## config.mk

```make
export PLATFORM = sky130hd
export DESIGN_NAME = ct_ifu_icache_tag_ctrl_flat
export DESIGN_NICKNAME = d
export VERILOG_FILES = /design/src/rtl/ct_ifu_icache_tag_ctrl_if.sv /design/src/rtl/ct_ifu_icache_tag_ctrl.sv /design/src/flat_wrapper.sv
export SDC_FILE = /design/constraint.sdc
export NUM_CORES = 1
export LEC_CHECK = 0
export ABC_AREA = 1
export CAP_MARGIN = 25
export CORE_UTILIZATION = 35
export CTS_BUF_LIST = sky130_fd_sc_hd__clkbuf_4
export DETAILED_ROUTE_END_ITERATION = 12
export PLACE_DENSITY = 0.73
export SLEW_MARGIN = 20
export SYNTH_ARGS = -nofsm -noshare
export SYNTH_HDL_FRONTEND = slang
export SYNTH_SLANG_ARGS = --single-unit
```

## constraint.sdc

```tcl
create_clock -name forever_cpuclk -period 3.95 [get_ports forever_cpuclk]
set_input_delay 0.79 -clock forever_cpuclk [delete_from_list [all_inputs] [get_ports forever_cpuclk]]
set_output_delay 0.79 -clock forever_cpuclk [all_outputs]
set_load 0.01 [all_outputs]
```

## src/rtl/ct_ifu_icache_tag_ctrl_if.sv

```systemverilog
// Request, response and tag-SRAM signal bundle of the IFU icache tag controller.
// The controller connects through the slave modport; requesters and the SRAM model use master.
interface ct_ifu_icache_tag_ctrl_if #(
    parameter int IDX_W = 8,
    parameter int TAG_W = 28,
    parameter int ROW_W = 59
);
    logic             inv_req;
    logic             inv_done;
    logic             refill_vld;
    logic [IDX_W-1:0] refill_idx;
    logic [TAG_W-1:0] refill_tag;
    logic             refill_way;
    logic             refill_grant;
    logic             lkup_vld;
    logic [IDX_W-1:0] lkup_idx;
    logic [TAG_W-1:0] lkup_ptag;
    logic             lkup_grant;
    logic             rsp_vld;
    logic             rsp_hit;
    logic             rsp_hit_way;
    logic             rsp_victim;
    logic             busy;
    logic             tag_cen_b;
    logic             tag_gwen_b;
    logic [ROW_W-1:0] tag_wen_b;
    logic [ROW_W-1:0] tag_din;
    logic [IDX_W-1:0] tag_idx;
    logic [ROW_W-1:0] tag_dout;

    modport slave (
        input  inv_req, refill_vld, refill_idx, refill_tag, refill_way,
        input  lkup_vld, lkup_idx, lkup_ptag, tag_dout,
        output inv_done, refill_grant, lkup_grant,
        output rsp_vld, rsp_hit, rsp_hit_way, rsp_victim, busy,
        output tag_cen_b, tag_gwen_b, tag_wen_b, tag_din, tag_idx
    );

    modport master (
        output inv_req, refill_vld, refill_idx, refill_tag, refill_way,
        output lkup_vld, lkup_idx, lkup_ptag, tag_dout,
        input  inv_done, refill_grant, lkup_grant,
        input  rsp_vld, rsp_hit, rsp_hit_way, rsp_victim, busy,
        input  tag_cen_b, tag_gwen_b, tag_wen_b, tag_din, tag_idx
    );
endinterface

```

## src/rtl/ct_ifu_icache_tag_ctrl.sv

```systemverilog
// IFU icache tag-array access controller: arbitrates invalidate-all sweeps, refill
// tag writes and fetch lookups onto the single-port tag SRAM and returns lookup results.
module ct_ifu_icache_tag_ctrl #(
    parameter int IDX_W = 8,
    parameter int TAG_W = 28,
    parameter int ROW_W = 59
) (
    input logic                      forever_cpuclk,
    input logic                      cpurst,
    ct_ifu_icache_tag_ctrl_if.slave  bus
);

    localparam int FLD_W = TAG_W + 1;

    typedef enum logic {
        S_IDLE = 1'b0,
        S_INV  = 1'b1
    } state_t;

    state_t           state_q, state_d;
    logic [IDX_W-1:0] cnt_q, cnt_d;
    logic             done_q;
    logic             rd_vld_q;
    logic [TAG_W-1:0] ptag_q;
    logic [ROW_W-1:0] din_q;
    logic [IDX_W-1:0] idx_q;

    logic             inv_start;
    logic             refill_gnt_c;
    logic             lkup_gnt_c;
    logic             busy_c;
    logic             cen_b_c;
    logic             gwen_b_c;
    logic [ROW_W-1:0] wen_b_c;
    logic [ROW_W-1:0] din_c;
    logic [IDX_W-1:0] idx_c;
    logic             hit0;
    logic             hit1;

    // The inv_done cycle cannot restart a sweep: the requester is still dropping inv_req.
    assign inv_start = bus.inv_req & ~done_q;

    always_ff @(posedge forever_cpuclk or posedge cpurst) begin
        if (cpurst) begin
            state_q <= S_IDLE;
        end else begin
            state_q <= state_d;
        end
    end

    always_comb begin
        state_d = state_q;
        cnt_d   = cnt_q;
        case (state_q)
            S_IDLE: begin
                if (inv_start) begin
                    state_d = S_INV;
                end
            end
            S_INV: begin
                cnt_d = cnt_q + 1'b1;
                if (cnt_q == {IDX_W{1'b1}}) begin
                    state_d = S_IDLE;
                end
            end
            default: state_d = S_IDLE;
        endcase
    end

    always_comb begin
        busy_c       = 1'b0;
        refill_gnt_c = 1'b0;
        lkup_gnt_c   = 1'b0;
        cen_b_c      = 1'b1;
        gwen_b_c     = 1'b1;
        wen_b_c      = {ROW_W{1'b1}};
        din_c        = din_q;
        idx_c        = idx_q;
        case (state_q)
            S_INV: begin
                busy_c   = 1'b1;
                cen_b_c  = 1'b0;
                gwen_b_c = 1'b0;
                wen_b_c  = '0;
                din_c    = '0;
                idx_c    = cnt_q;
            end
            default: begin
                if (!inv_start && bus.refill_vld) begin
                    refill_gnt_c = 1'b1;
                    cen_b_c      = 1'b0;
                    gwen_b_c     = 1'b0;
                    idx_c        = bus.refill_idx;
                    din_c        = '0;
                    if (bus.refill_way) begin
                        wen_b_c[2*FLD_W-1:FLD_W] = '0;
                        din_c[2*FLD_W-1:FLD_W]   = {1'b1, bus.refill_tag};
                    end else begin
                        wen_b_c[FLD_W-1:0] = '0;
                        din_c[FLD_W-1:0]   = {1'b1, bus.refill_tag};
                    end
                    // Replacement pointer flips to the way not just filled.
                    wen_b_c[ROW_W-1] = 1'b0;
                    din_c[ROW_W-1]   = ~bus.refill_way;
                end else if (!inv_start && bus.lkup_vld) begin
                    lkup_gnt_c = 1'b1;
                    cen_b_c    = 1'b0;
                    idx_c      = bus.lkup_idx;
                end
            end
        endcase
    end

    always_ff @(posedge forever_cpuclk or posedge cpurst) begin
        if (cpurst) begin
            cnt_q    <= '0;
            done_q   <= 1'b0;
            rd_vld_q <= 1'b0;
            din_q    <= '0;
            idx_q    <= '0;
        end else begin
            cnt_q    <= cnt_d;
            done_q   <= (state_q == S_INV) && (cnt_q == {IDX_W{1'b1}});
            rd_vld_q <= lkup_gnt_c;
            din_q    <= din_c;
            idx_q    <= idx_c;
        end
    end

    always_ff @(posedge forever_cpuclk) begin
        if (lkup_gnt_c) begin
            ptag_q <= bus.lkup_ptag;
        end
    end

    assign hit0 = bus.tag_dout[FLD_W-1]   & (bus.tag_dout[TAG_W-1:0] == ptag_q);
    assign hit1 = bus.tag_dout[2*FLD_W-1] & (bus.tag_dout[2*FLD_W-2:FLD_W] == ptag_q);

    assign bus.inv_done     = done_q;
    assign bus.busy         = busy_c;
    assign bus.refill_grant = refill_gnt_c;
    assign bus.lkup_grant   = lkup_gnt_c;
    assign bus.rsp_vld      = rd_vld_q;
    assign bus.rsp_hit      = rd_vld_q & (hit0 | hit1);
    // A double hit is a software error; way 0 wins.
    assign bus.rsp_hit_way  = rd_vld_q & hit1 & ~hit0;
    assign bus.rsp_victim   = rd_vld_q & bus.tag_dout[ROW_W-1];
    assign bus.tag_cen_b    = cen_b_c;
    assign bus.tag_gwen_b   = gwen_b_c;
    assign bus.tag_wen_b    = wen_b_c;
    assign bus.tag_din      = din_c;
    assign bus.tag_idx      = idx_c;

endmodule

```

## src/flat_wrapper.sv

```systemverilog
// flat-port wrapper written by rule: the top's interface ports become plain ports
module ct_ifu_icache_tag_ctrl_flat 
#(
    parameter int IDX_W = 8,
    parameter int TAG_W = 28,
    parameter int ROW_W = 59
)
  (forever_cpuclk, cpurst, bus_inv_req, bus_refill_vld, bus_refill_idx, bus_refill_tag, bus_refill_way, bus_lkup_vld, bus_lkup_idx, bus_lkup_ptag, bus_tag_dout, bus_inv_done, bus_refill_grant, bus_lkup_grant, bus_rsp_vld, bus_rsp_hit, bus_rsp_hit_way, bus_rsp_victim, bus_busy, bus_tag_cen_b, bus_tag_gwen_b, bus_tag_wen_b, bus_tag_din, bus_tag_idx);
  ct_ifu_icache_tag_ctrl_if #(.IDX_W(IDX_W), .TAG_W(TAG_W), .ROW_W(ROW_W)) bus_i ();
  input logic forever_cpuclk;
  input logic cpurst;
  input wire logic [$bits(bus_i.inv_req)-1:0] bus_inv_req;
  input wire logic [$bits(bus_i.refill_vld)-1:0] bus_refill_vld;
  input wire logic [$bits(bus_i.refill_idx)-1:0] bus_refill_idx;
  input wire logic [$bits(bus_i.refill_tag)-1:0] bus_refill_tag;
  input wire logic [$bits(bus_i.refill_way)-1:0] bus_refill_way;
  input wire logic [$bits(bus_i.lkup_vld)-1:0] bus_lkup_vld;
  input wire logic [$bits(bus_i.lkup_idx)-1:0] bus_lkup_idx;
  input wire logic [$bits(bus_i.lkup_ptag)-1:0] bus_lkup_ptag;
  input wire logic [$bits(bus_i.tag_dout)-1:0] bus_tag_dout;
  output wire logic [$bits(bus_i.inv_done)-1:0] bus_inv_done;
  output wire logic [$bits(bus_i.refill_grant)-1:0] bus_refill_grant;
  output wire logic [$bits(bus_i.lkup_grant)-1:0] bus_lkup_grant;
  output wire logic [$bits(bus_i.rsp_vld)-1:0] bus_rsp_vld;
  output wire logic [$bits(bus_i.rsp_hit)-1:0] bus_rsp_hit;
  output wire logic [$bits(bus_i.rsp_hit_way)-1:0] bus_rsp_hit_way;
  output wire logic [$bits(bus_i.rsp_victim)-1:0] bus_rsp_victim;
  output wire logic [$bits(bus_i.busy)-1:0] bus_busy;
  output wire logic [$bits(bus_i.tag_cen_b)-1:0] bus_tag_cen_b;
  output wire logic [$bits(bus_i.tag_gwen_b)-1:0] bus_tag_gwen_b;
  output wire logic [$bits(bus_i.tag_wen_b)-1:0] bus_tag_wen_b;
  output wire logic [$bits(bus_i.tag_din)-1:0] bus_tag_din;
  output wire logic [$bits(bus_i.tag_idx)-1:0] bus_tag_idx;
  assign bus_i.inv_req = bus_inv_req;
  assign bus_i.refill_vld = bus_refill_vld;
  assign bus_i.refill_idx = bus_refill_idx;
  assign bus_i.refill_tag = bus_refill_tag;
  assign bus_i.refill_way = bus_refill_way;
  assign bus_i.lkup_vld = bus_lkup_vld;
  assign bus_i.lkup_idx = bus_lkup_idx;
  assign bus_i.lkup_ptag = bus_lkup_ptag;
  assign bus_i.tag_dout = bus_tag_dout;
  assign bus_inv_done = bus_i.inv_done;
  assign bus_refill_grant = bus_i.refill_grant;
  assign bus_lkup_grant = bus_i.lkup_grant;
  assign bus_rsp_vld = bus_i.rsp_vld;
  assign bus_rsp_hit = bus_i.rsp_hit;
  assign bus_rsp_hit_way = bus_i.rsp_hit_way;
  assign bus_rsp_victim = bus_i.rsp_victim;
  assign bus_busy = bus_i.busy;
  assign bus_tag_cen_b = bus_i.tag_cen_b;
  assign bus_tag_gwen_b = bus_i.tag_gwen_b;
  assign bus_tag_wen_b = bus_i.tag_wen_b;
  assign bus_tag_din = bus_i.tag_din;
  assign bus_tag_idx = bus_i.tag_idx;
  ct_ifu_icache_tag_ctrl #(.IDX_W(IDX_W), .TAG_W(TAG_W), .ROW_W(ROW_W)) u_core (.forever_cpuclk(forever_cpuclk), .cpurst(cpurst), .bus(bus_i));
endmodule
```

---- Word level (Yosys, flattened, before mapping) ----
Index checks and enable logic that the tools add are counted.
storage, ports and cells
  flip-flop bits (word level) ............. 106
cells by class
  add/sub/neg operators ................... 1
  equality and inequality tests ........... 3
  multiplexer cells ....................... 25
  bitwise logic cells ..................... 12
  reduce and logical (&&, ||, !) cells .... 4
operator list
  kind                   count
  $mux W59               4
  $mux W29               4
  $eq A28 B28 Y1         2
  $mux W8                3
  $mux W1                13
  $add A8 B1 Y8 const B  1
  $eq A8 B8 Y1 const B   1
  $and A1 B1 Y1          7
  $not A1 Y1             4
  $logic_and A1 B1 Y1    3
  $pmux W1 S2            1
  $logic_not A1 Y1       1
  $or A1 B1 Y1           1

---- Depth between registers and ports, before layout ----
Gate-level depths: netlist (run 1).
  depth after elaboration ................. 7
  gate-level depth with buffers ........... 10
  gate-level depth less buffers ........... 10

---- Worst setup path before layout (run 1) ----
Ideal clock, no wire load.
  path type ............................... input-to-output
  start point ............................. in bus_inv_req
  end point ............................... out bus_tag_idx[2]
  arrival ................................. 2.159 ns
  data required time ...................... 3.160 ns
  path slack .............................. 1.001 ns
  cell stages on the path ................. 7
  cell sequence ........................... nand2_2 nand2_1 nor2_1 nand2_1 inv_1 nand2_1 nand4_1
on the way
  cells in the longest elaborated chain, start to end .. 6
  elaborated cells on any way between the ends .. 7
  classes of those cells .................. mux: 3; bitwise: 1; reduce/logical: 3
ends and longest elaborated chain
  what                  line                                                         RTL
  start, declared       flat_wrapper.sv:12                                           input wire logic [$bits(bus_i.inv_req)-1:0] bus_inv_req;
  $and A1 B1 Y1 (*)     ct_ifu_icache_tag_ctrl.sv:41                                 assign inv_start = bus.inv_req & ~done_q;
  $logic_not A1 Y1 (*)  ct_ifu_icache_tag_ctrl.sv:89, ct_ifu_icache_tag_ctrl.sv:105
  $logic_and A1 B1 Y1   ct_ifu_icache_tag_ctrl.sv:105                                end else if (!inv_start && bus.lkup_vld) begin
  $mux W8               ct_ifu_icache_tag_ctrl.sv:105
  $mux W8 (*)           ct_ifu_icache_tag_ctrl.sv:89                                 if (!inv_start && bus.refill_vld) begin
  $mux W8 (*)           ct_ifu_icache_tag_ctrl.sv:79                                 case (state_q)
  end, declared         flat_wrapper.sv:33                                           output wire logic [$bits(bus_i.tag_idx)-1:0] bus_tag_idx;
Every way passes the cells marked *; elsewhere a longest branch is shown, timed or not.

---- Final worst setup path (run 1) ----
  start point ............................. in bus_refill_vld
  end point ............................... out bus_tag_din[31]
on the way
  cells in the longest elaborated chain, start to end .. 3
ends and longest elaborated chain
  what                 line                          RTL
  start, declared      flat_wrapper.sv:13            input wire logic [$bits(bus_i.refill_vld)-1:0] bus_refill_vld;
  $logic_and A1 B1 Y1  ct_ifu_icache_tag_ctrl.sv:89
  $mux W59             ct_ifu_icache_tag_ctrl.sv:89
  $mux W59             ct_ifu_icache_tag_ctrl.sv:79
  end, declared        flat_wrapper.sv:32            output wire logic [$bits(bus_i.tag_din)-1:0] bus_tag_din;
No other way between the ends.

==> reports/results.txt, run 1 <==
Status: finished, final reports clean
Endpoint class of the critical path: primary output
Die Span Y: 128 um
CTS Buffer Depth: 2
I/O pin count: 273
Total track usage: 19.8%
Mapped Area: 5600 um2
Distinct cells, synth: 25
Maximum number of pins on one net before global-route repair: 73
RePlAce Congestion: 0.902
Detailed-route via count: 5076
Pwr/cell area: 227 nW/um2
Slew @ Worst Pin: 0.417 ns
Setup slack after layout: 0.285 ns
Arr. time, crit path: 2.88 ns
Ys Warns: 0
Post-synth EDFFs: 28
Via count of the first global-routing pass: 4831
Share of cells above drive strength 1: 3.95%
Max H-tree Level: 3
Cell count after synthesis: 689
Overflow after GRT: 0
CP delay by family, top: buffers and inverters
Worst path slowest cell: clkdlybuf4s50_1
Final setup fails: 0
DR WL met2: 7840 um
Fin. Hold Viols: 0
Post-DP HPWL: 12700 um
Wire per inst: 14.8 um
Die ar.: 16500 um2
First-pass GRT wire length: 24900 um
M1 WL: 6570 um
Critical path type: input pin to primary output
Syn Nets: 827
Flops & latches, synth: 106
Clock Skew: 0.0153 ns
Share of the synthesized area in the top cell type: 34.9%
Clock Latency Late Sink: 0.48 ns
Post-CTS Hold Buffers: 0
Nets@finish: 1045
CP Launch Type: input pin
CTS clk-pin slew, worst paths: 0.17 ns
Worst path max stage delay: 0.61 ns
Max Cap Violations: 0
CP max FO: 28
RSZ-0062 raised after global routing: no
Setup TNS: 0 ns
Core area: 15400 um2
Root buf cell: clkbuf_4
Cells along the critical path: clkdlybuf4s50_1 > nand2_2 > inv_2 > nand2_1 > buf_4 > o21ai_0 > clkdlybuf4s50_1
Iteration-0 DRC Markers: 208
Remaining antenna violation count: 0
Leak pwr: 0.00361 uW
Initial core utilization: 36.3%
Initial antenna violation count: 1
Drt total wl: 16700 um
Post-synth top area cell: dfrtp_1
Post-synth top cells: 233 x nand2_1, 91 x inv_1, 78 x dfrtp_1
Maximum clock rate: 0.273 GHz
Die W: 128 um
Area Overhead vs Synth: 47.8%
Setup bufs post-CTS: 0
Count leader, synth: nand2_1
CP most frequent cell: clkdlybuf4s50_1
Critical Path RT: 3.16 ns
WP buf/inv: 4
Min Tclk post-route: 3.67 ns
DR top layer: met4
Vias per cell: 4.52
Synth area leaders: dfrtp_1 35%, nand2_1 16%, edfxtp_1 15%
CTS tree: yes
Cells on worst reg2reg path: 7
WP depth: 7
Worst hold-check path type: input pin to asynchronous set/reset pin
Max-slew headroom: 72.2%
Drt pass-1 iters: 4
Post-CTS resize count: 0
Met3 WL: 2160 um
Final Cycle Share: 92.8%
Core Rows: 45
Sequential area share after synthesis: 49.9%
Fraction of registers with async set/reset: 73.6%
IO buf count: 272
DRC Markers: 0
CTS Sinks: 106
CTS Buf Count: 9
DP Worst Slack: 0.235 ns
Fin. max-slew vios: 0
Top_reg_cell synth: dfrtp_1
Avg Inst Size Synth: 8.13 um2
Worst VDD drop: 189 uV
-- worst paths after layout --
kind / end / startpoint / slack [ns]
min in group forever_cpuclk: u_core.cnt_q[7] / u_core.cnt_q[7] / 0.50
hold / removal: u_core.cnt_q[4] / cpurst / 0.49
max in group asynchronous: u_core.din_q[25] / cpurst / 2.83
setup reg to reg: u_core.ptag_q[10] / u_core.state_q / 1.77
setup / recovery: bus_tag_din[31] / bus_refill_vld / 0.28
hold reg to reg: u_core.cnt_q[7] / u_core.cnt_q[7] / 0.50
-- placed cells by master, fill, tap and decap left out, types with 2 or more instances in the layout --
| cell type | netlist | layout |
|---|---|---|
| a21oi_1 | 5 | 5 |
| a41oi_1 | 2 | 2 |
| buf_12 | 0 | 2 |
| buf_4 | 61 | 11 |
| clkbuf_4 | 0 | 9 |
| clkdlybuf4s50_1 | 0 | 272 |
| clkinv_2 | 0 | 2 |
| dfrtp_1 | 78 | 78 |
| edfxtp_1 | 28 | 28 |
| inv_1 | 91 | 90 |
| inv_2 | 1 | 2 |
| nand2_1 | 233 | 233 |
| nand2_2 | 2 | 2 |
| nand3_1 | 10 | 10 |
| nand4_1 | 6 | 6 |
| nor2_1 | 48 | 48 |
| o21ai_0 | 51 | 51 |
| o21ai_1 | 2 | 2 |
| o31ai_1 | 28 | 28 |
| xnor2_1 | 12 | 12 |
| xor2_1 | 8 | 8 |
-- final cells by class --
class	count	area [um2]
fill	1467	7150
antenna	1	2.50
tap	211	264
multi-input combinational	413	1900
timing repair buffer	285	2850
clock buffer	9	67.6
inverter	92	347
sequential	106	2790
clock inverter	7	51.3
-- power by group --
| part | internal (uW) | leakage, uW | switching (uW) | total [uW] |
|---|---|---|---|---|
| sequential | 1130 | 0.00131 | 0 | 1130 |
| combinational | 142 | 0.00223 | 88.2 | 231 |
| clock | 135 | 0.0000689 | 384 | 519 |
-- sequential cells by signal (all words and copies together), names as in the netlist --
signal	flops
u_core.bus.inv_done	1
u_core.bus.rsp_vld	1
u_core.cnt_q	8
u_core.din_q	59
u_core.idx_q	8
u_core.ptag_q	28
u_core.state_q	1
-- metrics by stage --
step	cells	hold WS [ns]	util [%]	total power [uW]	instance area (um2)
after detailed placement	1107	0.470	52.8	1380	8150
after global routing	1124	0.466	53.6	1960	8270
final	1124	0.489	53.6	1870	8270
after CTS	1123	0.445	53.6	1900	8270
after global placement	1107	0.463	52.8	1380	8150
after floorplan	689	0.455	-	1210	5600
-- cell families after synthesis --
group / share of synthesized area [%]
compound gates: 9.36
xor+xnor: 3.13
fa+ha+maj: 0.223
buf+inv: 16.2
flops: 49.9
simple gates: 21.2
-- routing by layer --
| layer | vias to the layer above | track usage, % |
|---|---|---|
| li1 | 2535 | - |
| met1 | 2308 | 22.8 |
| met2 | 224 | 33.3 |
| met3 | 9 | 8.98 |
| met4 | 0 | 4.84 |
| met5 | - | 0 |
No activity file was read; power rests on OpenSTA's default activity.
==> run 2: changes to the inputs <==
Settings changed: PLACE_DENSITY 0.73 to unset, PLACE_DENSITY_LB_ADDON set to 0.3.
==> reports/results.txt, run 2 (synthesis results as in run 1) <==
Remaining antenna violation count: 0
Leak pwr: 0.00363 uW
Global route hottest layer: met2
RePlAce Congestion: 0.868
Largest Register: u_core.din_q
Grt met1 use: 23.5%
Fin. max-slew vios: 0
CP Launch Type: flip-flop
Overflow after GRT: 0
Reg2reg setup slack: 2.00 ns
Pwr/cell area: 240 nW/um2
Setup TNS: 0 ns
Commonest cells after routing, fill and taps aside: 272 x clkdlybuf4s50_1, 233 x nand2_1, 90 x inv_1
Max Cap Violations: 0
RSZ-0062 raised after global routing: no
Worst path max stage delay: 0.65 ns
Critical Path RT: 3.16 ns
Cells along the critical path: inv_1 > buf_6 > nand2_1 > o31ai_1 > clkdlybuf4s50_1
Core Rows: 45
IO buf count: 272
Max H-tree Level: 3
Post-DP HPWL: 12600 um
Vias per cell: 4.47
Worst VDD drop: 153 uV
CTS clk-pin slew, worst paths: 0.17 ns
CTS Sinks: 106
I/O pin count: 273
Final Cycle Share: 94.1%
Drt total wl: 16600 um
Root buf cell: clkbuf_4
First-pass GRT wire length: 25200 um
Die ar.: 16500 um2
Drt pass-1 iters: 4
Worst hold-check path type: flip-flop to flip-flop
WP buf/inv: 3
Nets@finish: 1044
Slew @ Worst Pin: 0.650 ns
Finished Core Util: 54.0%
Clock Latency Late Sink: 0.49 ns
Clock Skew: 0.0222 ns
CTS Buffer Depth: 2
Initial core utilization: 36.3%
Detailed-route via count: 5018
Maximum number of pins on one net before global-route repair: 60
Total track usage: 20.0%
Min Tclk post-route: 3.72 ns
Endpoint class of the critical path: primary output
CP max FO: 34
Iteration-0 DRC Markers: 260
Fin. Hold Viols: 0
CTS Buf Count: 9
DP Worst Slack: 0.316 ns
Worst path slowest cell: clkdlybuf4s50_1
CTS tree: yes
CP delay by family, top: buffers and inverters
Critical path type: flip-flop to primary output
WHS: 0.500 ns
Maximum clock rate: 0.269 GHz
Die Span Y: 128 um
DRC Markers: 0
Setup slack after layout: 0.231 ns
Wire per inst: 14.8 um
Design Power: 2000 uW
GR Layer Usage met2: 33.6%
Arr. time, crit path: 2.93 ns
Final setup fails: 0
Status: finished, final reports clean
Die W: 128 um
Share of cells above drive strength 1: 3.84%
M3 GR Usage: 6.99%
Max-slew headroom: 56.6%
Commonest non-fill, non-tap cell in the layout: clkdlybuf4s50_1
Initial antenna violation count: 1
Max reg flops: 59
Via count of the first global-routing pass: 4927
Top Registers: u_core.din_q (59), u_core.ptag_q (28)
Area Overhead vs Synth: 48.7%
Core area: 15400 um2
Setup bufs post-CTS: 0
[run 2: timing repair]
item | in CTS | in global routing
endpoints found under the hold margin | 0 | 0
gates resized for setup | 0 | 1
setup endpoints to repair | 0 | 1
hold buffers | 0 | 0
[run 2: worst reg2reg max path, delay by kind of cell (launching register included)]
family | cells | cell delay (ns)
flip-flops | 1 | 0.40
buffers and inverters | 4 | 0.72
AND/OR/NAND/NOR | 4 | 0.52
[run 2: final timing paths]
kind / end / start / depth (start not counted)
setup reg to reg: u_core.ptag_q[10] / u_core.bus.inv_done / 8
hold / removal: u_core.cnt_q[6] / u_core.cnt_q[6] / 1
min in group asynchronous: u_core.bus.inv_done / cpurst / 2
setup / recovery: bus_tag_din[27] / u_core.state_q / 5
hold reg to reg: u_core.cnt_q[6] / u_core.cnt_q[6] / 1
max in group asynchronous: u_core.din_q[20] / cpurst / 3
[run 2: area by class of cell]
cell class	count	area (um2)
fillers	1475	7100
repair buffers	284	2840
flip-flops and latches	106	2790
multi-input cells	413	1900
inverters	92	347
well taps	211	264
clock inverters	7	105
clock buffers	9	67.6
diodes	1	2.50
[run 2: per-stage QoR]
stage          area, um2  instances
2_1_floorplan       5600        689
3_3_place_gp        8150       1106
3_5_place_dp        8150       1106
4_1_cts             8320       1122
5_1_grt             8320       1123
6_report            8320       1123
[run 2: where the power goes]
group / internal (uW) / switching (uW) / total, uW / leakage [uW]
clock: 218 / 425 / 643 / 0.0000916
combinational: 142 / 87.9 / 230 / 0.00223
sequential: 1130 / 0 / 1130 / 0.00131
[run 2: layer usage]
| metal | vias up | wire length [um] |
|---|---|---|
| met4 | 0 | 341 |
| li1 | 2543 | - |
| met2 | 201 | 7730 |
| met1 | 2253 | 7020 |
| met5 | - | 0 |
| met3 | 21 | 1570 |
==> run 3: changes to the inputs <==
Settings changed: RECOVER_POWER set to 100.
==> reports/results.txt, run 3 (synthesis results as in run 1) <==
Fillers: 1484
Multi-input gate area: 1890 um2
Register area: 2790 um2
Remaining antenna violation count: 0
Status: finished with violations
Initial antenna violation count: 1
IO buf count: 272
I/O pin count: 273
RSZ-0062 raised after global routing: no
Clock Latency Late Sink: 0.49 ns
CTS Buffer Depth: 2
Wire per inst: 14.8 um
Maximum clock rate: 0.267 GHz
Share of cells above drive strength 1: 2.96%
Worst path slowest cell: dlygate4sd3_1
CTS Buf Count: 9
Worst path max stage delay: 0.69 ns
Area Overhead vs Synth: 47.8%
Maximum number of pins on one net before global-route repair: 60
Final setup fails: 0
DRC Markers: 0
RePlAce Congestion: 0.868
Max Cap Violations: 1
Setup bufs post-CTS: 0
Vias per cell: 4.46
Max H-tree Level: 3
Final Cycle Share: 94.9%
CTS tree: yes
Arr. time, crit path: 2.96 ns
CP max FO: 34
CP Launch Type: flip-flop
Drt total wl: 16600 um
Fin. Hold Viols: 0
Core area: 15400 um2
First-pass GRT wire length: 25200 um
Nets@finish: 1044
CTS Sinks: 106
Top Registers: u_core.din_q (59), u_core.ptag_q (28)
Overflow after GRT: 0
Max-slew headroom: -8.11%
Fin. max-slew vios: 36
Die W: 128 um
Setup TNS: 0 ns
Via count of the first global-routing pass: 4927
Total track usage: 20.0%
Clock Skew: 0.0222 ns
Detailed-route via count: 5008
Slew @ Worst Pin: 1.61 ns
Worst VDD drop: 154 uV
Post-DP HPWL: 12600 um
Largest Register: u_core.din_q
Commonest non-fill, non-tap cell in the layout: nand2_1
Worst hold-check path type: flip-flop to flip-flop
Drt pass-1 iters: 6
Max reg flops: 59
Cells along the critical path: inv_1 > buf_6 > nand2_1 > o31ai_1 > dlygate4sd3_1
Core Rows: 45
Pwr/cell area: 241 nW/um2
WHS: 0.499 ns
Initial core utilization: 36.3%
Critical path type: flip-flop to primary output
CTS clk-pin slew, worst paths: 0.17 ns
Die ar.: 16500 um2
Commonest cells after routing, fill and taps aside: 235 x nand2_1, 160 x dlygate4sd3_1, 112 x clkdlybuf4s50_1
Endpoint class of the critical path: primary output
Violated checks: max-capacitance violations, max-slew violations
Min Tclk post-route: 3.75 ns
Root buf cell: clkbuf_4
Iteration-0 DRC Markers: 255
Critical Path RT: 3.16 ns
Leak pwr: 0.00406 uW
Die Span Y: 128 um
==> run 3: changes by cell type in the layout (fill, tap and decap cells not counted), moves of 2 or more <==
cell and delta:
buf_4 -5, clkbuf_1 +4, dlygate4sd3_1 +160, clkbuf_2 +2, nand2_1 +2, clkdlybuf4s50_1 -160, nand2_2 -2
==> run 3: final timing paths <==
check                                         start             endpoint  slack, ns  depth (start not counted)
worst max-delay path                 u_core.state_q      bus_tag_din[27]       0.20                          5
worst min-delay path                u_core.cnt_q[6]      u_core.cnt_q[6]       0.50                          1
worst max register to register  u_core.bus.inv_done    u_core.ptag_q[10]       1.32                          8
worst min register to register      u_core.cnt_q[6]      u_core.cnt_q[6]       0.50                          1
max in group asynchronous                    cpurst     u_core.din_q[20]       1.15                          3
min in group asynchronous                    cpurst  u_core.bus.inv_done       1.12                          2
==> run 3: critical path, delay by kind of cell, from the launching register on <==
kind | cells | cell delay, ns
buf+inv | 3 | 1.26
flops | 1 | 0.62
compound gates | 1 | 0.48
simple gates | 1 | 0.11
==> run 3: metrics by stage <==
stage                     total power (uW)  worst slack, ns  utilization [%]  area, um2  instances
final                                 1990            0.201             53.7       8280       1123
after global routing                  2080           0.0630             53.7       8280       1123
after global placement                1380            0.361             52.8       8150       1106
after detailed placement              1380            0.316             52.8       8150       1106
after floorplan                       1210             1.00                -       5600        689
after CTS                             2020           0.0951             53.9       8320       1122
==> run 3: what timing repair did <==
item                                    in CTS  in global routing
gates resized for setup                      0                  1
endpoints found under the setup margin       0                  1
hold buffers                                 0                  0
endpoints found under the hold margin        0                  0
==> run 3: area by class of cell <==
class                   count  share of cell area, %
repair buffers            284                   33.9
clock buffers               9                  0.816
inverters                  92                   4.19
clock inverters             7                   1.27
multi-input cells         413                   22.8
well taps                 211                   3.19
flip-flops and latches    106                   33.7
diodes                      1                 0.0302
==> run 3: power breakdown <==
part | internal (uW) | total [uW] | switching [uW]
clock | 218 | 644 | 426
combinational | 134 | 221 | 87.3
sequential | 1130 | 1130 | 0
total | 1480 | 1990 | 513
==> run 3: per-layer routing <==
metal | global-route usage, % | share of wire, % | up-vias
met1 | 23.5 | 41 | 2236
li1 | - | - | 2537
met5 | 0 | 0 | -
met3 | 6.99 | 9.8 | 23
met4 | 7.75 | 2.1 | 0
met2 | 33.6 | 47 | 212
